--- src/rtl/fetch_pkg.sv ---
// Shared types and constants for the instruction-fetch sequencer.
package fetch_pkg;

    typedef enum logic [1:0] {
        IDLE,
        REQ,
        WAIT
    } fetch_state_e;

    localparam logic [31:0] PC_STEP          = 32'd4;
    localparam logic [31:0] DEFAULT_RESET_PC = 32'h0000_0000;

endpackage

--- src/rtl/pc_incrementer.sv ---
// 32-bit sequential PC increment; wraps modulo 2^32.
module pc_incrementer
    import fetch_pkg::*;
(
    input  logic [31:0] pc_i,
    output logic [31:0] pc_next_o
);

    assign pc_next_o = pc_i + PC_STEP;

endmodule

--- src/rtl/fetch_sequencer.sv ---
// Instruction-fetch sequencer: single-outstanding memory read, redirect and squash.
// Optional macro FETCH_ALIGN_CHECK_EN: reject misaligned redirects and pulse AlignFault.
module fetch_sequencer
    import fetch_pkg::*;
#(
    parameter logic [31:0] RESET_PC = DEFAULT_RESET_PC
) (
    input  logic        Clk,
    input  logic        Reset,
    input  logic        Stall,
    input  logic        BranchTaken,
    input  logic [31:0] BranchTarget,
    input  logic        MemReqReady,
    input  logic        MemRespValid,
    input  logic [31:0] MemRespData,
    output logic        MemReqValid,
    output logic [31:0] MemReqAddr,
    output logic        InstrValid,
    output logic [31:0] Instruction,
    output logic [31:0] PCResult,
    output logic [31:0] PCPlus4,
    output logic        AlignFault
);

    fetch_state_e state_q, state_d;
    logic [31:0]  fetch_pc_q, fetch_pc_d;
    logic [31:0]  issued_pc_q, issued_pc_d;
    logic [31:0]  redir_pc_q, redir_pc_d;
    logic         squash_q, squash_d;
    logic         redir_pend_q, redir_pend_d;
    logic         instr_valid_q, instr_valid_d;
    logic [31:0]  instr_q, instr_d;
    logic [31:0]  pc_result_q, pc_result_d;
    logic [31:0]  pc_plus4_q, pc_plus4_d;
    logic         align_fault_q, align_fault_d;

    logic [31:0]  fetch_pc_inc;
    logic [31:0]  issued_pc_inc;
    logic [31:0]  redir_tgt;
    logic         redir_take;

    pc_incrementer u_fetch_inc (
        .pc_i      (fetch_pc_q),
        .pc_next_o (fetch_pc_inc)
    );

    pc_incrementer u_issued_inc (
        .pc_i      (issued_pc_q),
        .pc_next_o (issued_pc_inc)
    );

`ifdef FETCH_ALIGN_CHECK_EN
    assign redir_take    = BranchTaken && (BranchTarget[1:0] == 2'b00);
    assign redir_tgt     = BranchTarget;
    assign align_fault_d = BranchTaken && (BranchTarget[1:0] != 2'b00);
`else
    logic unused_target_lsbs;
    assign unused_target_lsbs = ^BranchTarget[1:0];
    assign redir_take    = BranchTaken;
    assign redir_tgt     = {BranchTarget[31:2], 2'b00};
    assign align_fault_d = 1'b0;
`endif

    always_comb begin
        state_d       = state_q;
        fetch_pc_d    = fetch_pc_q;
        issued_pc_d   = issued_pc_q;
        redir_pc_d    = redir_pc_q;
        squash_d      = squash_q;
        redir_pend_d  = redir_pend_q;
        instr_valid_d = 1'b0;
        instr_d       = instr_q;
        pc_result_d   = pc_result_q;
        pc_plus4_d    = pc_plus4_q;

        unique case (state_q)
            IDLE: begin
                if (redir_take) fetch_pc_d = redir_tgt;
                if (!Stall) state_d = REQ;
            end
            REQ: begin
                if (MemReqReady) begin
                    issued_pc_d  = fetch_pc_q;
                    redir_pend_d = 1'b0;
                    state_d      = WAIT;
                    // A redirect arriving now overrides one still pending.
                    if (redir_take) begin
                        squash_d   = 1'b1;
                        fetch_pc_d = redir_tgt;
                    end else if (redir_pend_q) begin
                        squash_d   = 1'b1;
                        fetch_pc_d = redir_pc_q;
                    end else begin
                        fetch_pc_d = fetch_pc_inc;
                    end
                end else if (redir_take) begin
                    redir_pend_d = 1'b1;
                    redir_pc_d   = redir_tgt;
                end
            end
            WAIT: begin
                if (redir_take) begin
                    squash_d   = 1'b1;
                    fetch_pc_d = redir_tgt;
                end
                if (MemRespValid) begin
                    if (!squash_q && !redir_take) begin
                        instr_valid_d = 1'b1;
                        instr_d       = MemRespData;
                        pc_result_d   = issued_pc_q;
                        pc_plus4_d    = issued_pc_inc;
                    end
                    squash_d = 1'b0;
                    state_d  = Stall ? IDLE : REQ;
                end
            end
            default: state_d = IDLE;
        endcase
    end

    always_ff @(posedge Clk) begin
        if (Reset) begin
            state_q       <= IDLE;
            fetch_pc_q    <= RESET_PC;
            issued_pc_q   <= '0;
            redir_pc_q    <= '0;
            squash_q      <= 1'b0;
            redir_pend_q  <= 1'b0;
            instr_valid_q <= 1'b0;
            instr_q       <= '0;
            pc_result_q   <= '0;
            pc_plus4_q    <= '0;
            align_fault_q <= 1'b0;
        end else begin
            state_q       <= state_d;
            fetch_pc_q    <= fetch_pc_d;
            issued_pc_q   <= issued_pc_d;
            redir_pc_q    <= redir_pc_d;
            squash_q      <= squash_d;
            redir_pend_q  <= redir_pend_d;
            instr_valid_q <= instr_valid_d;
            instr_q       <= instr_d;
            pc_result_q   <= pc_result_d;
            pc_plus4_q    <= pc_plus4_d;
            align_fault_q <= align_fault_d;
        end
    end

    assign MemReqValid = (state_q == REQ);
    assign MemReqAddr  = fetch_pc_q;
    assign InstrValid  = instr_valid_q;
    assign Instruction = instr_q;
    assign PCResult    = pc_result_q;
    assign PCPlus4     = pc_plus4_q;
    assign AlignFault  = align_fault_q;

endmodule

--- config.mk ---
export PLATFORM = sky130hd
export DESIGN_NAME = fetch_sequencer
export DESIGN_NICKNAME = d
export VERILOG_FILES = /design/src/rtl/fetch_pkg.sv /design/src/rtl/pc_incrementer.sv /design/src/rtl/fetch_sequencer.sv
export SDC_FILE = /design/constraint.sdc
export NUM_CORES = 1
export LEC_CHECK = 0
export CAP_MARGIN = 10
export CORE_MARGIN = 2
export CORE_UTILIZATION = 50
export CTS_CLUSTER_SIZE = 8
export DETAILED_ROUTE_END_ITERATION = 6
export GPL_ROUTABILITY_DRIVEN = 0
export PLACE_DENSITY = 0.77
export SLEW_MARGIN = 20
export SYNTH_ARGS = -nofsm -noshare
export SYNTH_HDL_FRONTEND = slang
export SYNTH_SLANG_ARGS = --single-unit
export TNS_END_PERCENT = 50
--- constraint.sdc ---
create_clock -name Clk -period 6.14 [get_ports Clk]
set_clock_uncertainty 0.1 [all_clocks]
set_input_delay 0.614 -clock Clk [delete_from_list [all_inputs] [get_ports Clk]]
set_output_delay 0.614 -clock Clk [all_outputs]
set_load 0.02 [all_outputs]
Word-level counts from Yosys, hierarchy flattened
Index checks and enable logic that the tools add are counted.

cells by class
  equality and inequality tests = 8
  reductions and logical operators = 16
  bitwise logic cells = 3
  add/subtract/negate cells = 2
  multiplexer cells = 18

operators by type and width
  kind                   count
  $mux 32                4
  $add 32x3->32 const B  2
  $pmux 32 s2            1
  $reduce_and 3->1       4
  $mux 1                 8
  $mux 2                 3
  $ne 2x2->1 const B     3
  $pmux 2 s3             1
  $reduce_bool 2->1      3
  $reduce_and 2->1       2
  $reduce_and 4->1       1
  $ne 3x2->1 const B     1
  $ne 3x3->1 const B     1
  $not 1->1              3
  $reduce_or 3->1        1
  $eq 2x1->1 const B     1
  $eq 2x2->1 const B     1
  $logic_not 1->1        2
  $logic_not 2->1        1
  $ne 2x1->1 const B     1
  $pmux 1 s2             1
  $reduce_or 2->1        1
  $logic_and 1x1->1      1

word-level totals
  bits of input ports = 70
  word-level logic and storage cells = 57
  register bits = 195

Depth between registers and ports, before layout
  depth in word-level cells = 5
  gate-level depth with buffers = 9
  depth with buffers taken out = 7

Cells and area by module
From an unflattened synthesis, not the netlist that was laid out.

unflattened totals
  cell total of the unflattened synthesis = 1073
  area, all modules = 8748.4 µm²

modules (own cells, without submodules)
  module           instances  area each (µm²)  cells each  seq. area each (µm²)
  fetch_sequencer  1          7587.3           907         3903.7
  pc_incrementer   2          580.6            83          0.0

Worst setup path after synthesis
Ideal clock, no wire load.

  kind = register to register
  start point = register state_q[0]
  end point = register fetch_pc_q[15], in the netlist MemReqAddr[15]
  path slack = 3979 ps
  arrival time = 1934 ps
  path buffers = 2
  stages on the path, launching flop included = 9
  setup time = 128 ps
  cells stage by stage = dfxtp_1 inv_1 ha_1 or3_1 buf_2 buf_2 a221o_1 a22oi_1 nor2_1

between the ends
  word-level cells in the longest chain between the ends = 4

ends and longest elaborated chain
  item                                                       line                    source
  from (decl)                                                fetch_sequencer.sv:25   fetch_state_e state_q, state_d;
  from (signal assigned)                                     fetch_sequencer.sv:135  state_q <= state_d;
  $eq 2x2->1 or $logic_not 2->1 (tied branches)              fetch_sequencer.sv:76   unique case (state_q)
  $reduce_or 2->1 (no line)                                  --
  $ne 2x1->1 (no line) or $reduce_bool 2->1 (tied branches)  --
  $reduce_and 3->1 (no line)                                 --
  to (signal assigned)                                       fetch_sequencer.sv:136  fetch_pc_q <= fetch_pc_d;
  to (decl)                                                  fetch_sequencer.sv:26   logic [31:0] fetch_pc_q, fetch_pc_d;

Several ways; a longest one is shown, not always the timed one.
A chain may end at the register's enable or synchronous reset.

Final worst setup path
  start point = register state_q[0]
  end point = register fetch_pc_q[31], in the netlist MemReqAddr[31]

Same word-level chain as after synthesis.

==> impl_metrics.json <==
{
  "slew_headroom": 0.308,
  "grt_pass1_wl_um": 37600,
  "grt_remaining_overflow": 0,
  "slew_violations": 0,
  "track_usage": 0.261,
  "power_per_cell_area_nw_per_um2": 268,
  "avgSynthCellArea_um2": 7.78,
  "crit_arrival_ps": 2960,
  "synth_most_common_cell": "nand2_1",
  "crit_required_ps": 6410,
  "postSynthRegisterBits": 187,
  "fin_ws_ps": 3440,
  "drt_wl_total_um": 23700,
  "yosys_warnings": 0,
  "worst_setup_path_start_kind": "register",
  "leakagePower_nw": 3.66,
  "wl_per_cell_um": 16.4,
  "syn-cell-area_um2": 8370,
  "rr_worst_depth": 7,
  "yosys.area.top_type_share": 0.447,
  "hold-path-cell-count": 2,
  "synth_seq_area_share": 0.447,
  "status": "finished clean",
  "io_pins": 201,
  "ir_drop_mv": 0.218,
  "syn_inst": 1076,
  "num_antenna_cells": 0,
  "die_h_um": 133,
  "ant_nets": 0,
  "grt_setup_unrepaired": "false",
  "post-route-period-util": 0.439,
  "cts_tree": "done",
  "core_area_um2": 16500,
  "cts_buffers": 17,
  "synth_edf_count": 0,
  "synth_common_cells": "nand2_1, dfxtp_1, a21oi_1",
  "tns_ps": 0,
  "vias": 8087,
  "clock_path_buffers": 2,
  "dpl.hpwl_um": 15200,
  "async_flop_share": 0,
  "root_buffer": "clkbuf_16",
  "std_cell_rows": 47,
  "synth_area_leaders": "dfxtp_1, nand2_1, a21oi_1",
  "start_util": 0.509,
  "min-delay-start": "redir_pc_q[11]$_SDFFE_PP0P_",
  "hold_class": "register to register",
  "area_growth_pct": 30.4,
  "hold_end": "redir_pc_q[11]$_SDFFE_PP0P_",
  "die_area_um2": 17800,
  "htreeDepth": 4,
  "drtIter0Drc": 657,
  "clock.fmax_mhz": 371,
  "critPathCaptureType": "register",
  "insertion_delay_ps": 430,
  "grt_antenna_before_repair": 0,
  "cts.sinks": 187,
  "die_x_um": 133,
  "cp_max_fo": 34,
  "final_core_util": 0.663,
  "final_net_count": 1285,
  "place_ws_ps": 2960,
  "yosysUniqueCellTypes": 60,
  "routed_via_density": 5.61,
  "grt_pass1_vias": 7313,
  "drive_above_1_share": 0.0541,
  "post-route-min-period_ps": 2700,
  "r2r-start": "state_q[0]$_SDFFE_PP0P_",
  "ff2ff_setup_slack_ps": 3440,
  "remaining_drc_errors": 0,
  "ctsResizeCount": 0,
  "grt_max_degree": 120,
  "worstSetupPathType": "register to register",
  "io_buffer_count": 191,
  "r2r-end": "MemReqAddr[31]$_SDFFE_PP0P_",
  "hold_viol": 0,
  "setup_viol": 0,
  "cap_violations": 0,
  "post_cts_buffers": 0,
  "drt_first_pass_iters": 6,
  "tightest_slew_ps": 1030,
  "synth_top_cell_by_area": "dfxtp_1",
  "synth_ff_type": "dfxtp_1",
  "clk_pin_slew_ps": 70,
  "finalHoldWorstSlack_ps": 348,
  "cts_hold_buf": 0
}
[report_power, final]
part	internal [mW]	total (mW)	switching [mW]
logic	0.169	0.391	0.222
clock network	0.725	1.21	0.484
registers	1.25	1.33	0.0756
total	2.15	2.93	0.782
[stage by stage]
step	power [mW]	area, um2	instances
final	2.93	10900	1441
after global routing	3.03	10900	1441
after CTS	2.94	10900	1441
after detailed placement	1.74	10300	1409
after global placement	1.73	10300	1409
after floorplan	1.57	8400	1082
[logic make-up after synthesis]
group | share of synthesized area
adder cells (fa/ha/maj) | 0.0105
other | 0.000448
flip-flops | 0.447
XOR/XNOR | 0.0408
multiplexers | 0.00717
buffers and inverters | 0.0517
AO/OA/AOI/OAI | 0.201
AND/OR/NAND/NOR | 0.241
[flip-flops by register name, summed over array words and instances (netlist names)]
signal,flops
Instruction,32
MemReqAddr,30
PCPlus4,30
PCResult,30
issued_pc_q,30
redir_pc_q,30
state_q,2
InstrValid,1
redir_pend_q,1
squash_q,1
[layout make-up]
type | instances | area, um2
fill | 1451 | 5540
multi-input combinational | 793 | 4240
sequential | 187 | 3740
timing repair buffer | 200 | 1980
clock buffer | 18 | 429
tap | 220 | 275
clock inverter | 14 | 219
inverter | 9 | 33.8
[cells in the final DEF (no fill, tap or decap), drive strengths merged, types with 4 or more instances in the layout]
cell type and count:
nand2b 7, ha 7, dfxtp 187, a221oi 4, clkbuf 18, clkinv 6, nand4 25, clkdlybuf4s50 190
xor2 28, and4 4, nor3 17, a211o 4, nor2 35, nor4 9, a31oi 5, inv 10
a221o 5, mux2i 6, bufinv 5, xnor2 11, nand3 30, a31o 4, and2 4, o211ai 8
and3 14, nand2 281, conb 7, buf 10, or3 5, a211oi 15, a21oi 180, o21ai 47
[critical path: stages (launching register included)]
cell	delay [ps]
dfxtp_1	400
inv_1	80
ha_1	310
nor2_1	340
o211a_2	740
o211ai_1	180
a221o_1	390
nor2_1	90
[worst max-delay path by stage]
stage | from | endpoint | slack (ps) | cells past startpoint
5_1_grt | state_q[0]$_SDFFE_PP0P_ | MemReqAddr[31]$_SDFFE_PP0P_ | 3320 | 7
4_1_cts | state_q[0]$_SDFFE_PP0P_ | MemReqAddr[31]$_SDFFE_PP0P_ | 3250 | 7
6_report | state_q[0]$_SDFFE_PP0P_ | MemReqAddr[31]$_SDFFE_PP0P_ | 3440 | 7
2_1_floorplan | state_q[0]$_SDFFE_PP0P_ | MemReqAddr[15]$_SDFFE_PP0P_ | 3980 | 8
3_3_place_gp | MemReqReady | MemReqAddr[31]$_SDFFE_PP0P_ | 2980 | 6
3_5_place_dp | MemReqReady | MemReqAddr[31]$_SDFFE_PP0P_ | 2960 | 6
[metal layers]
metal	global-route usage	part of all wire
met3	0.0502	0.067
met1	0.353	0.44
met5	0	0
met4	0.109	0.025
met2	0.409	0.46
Note: power is estimated with default switching activity, not from simulation.
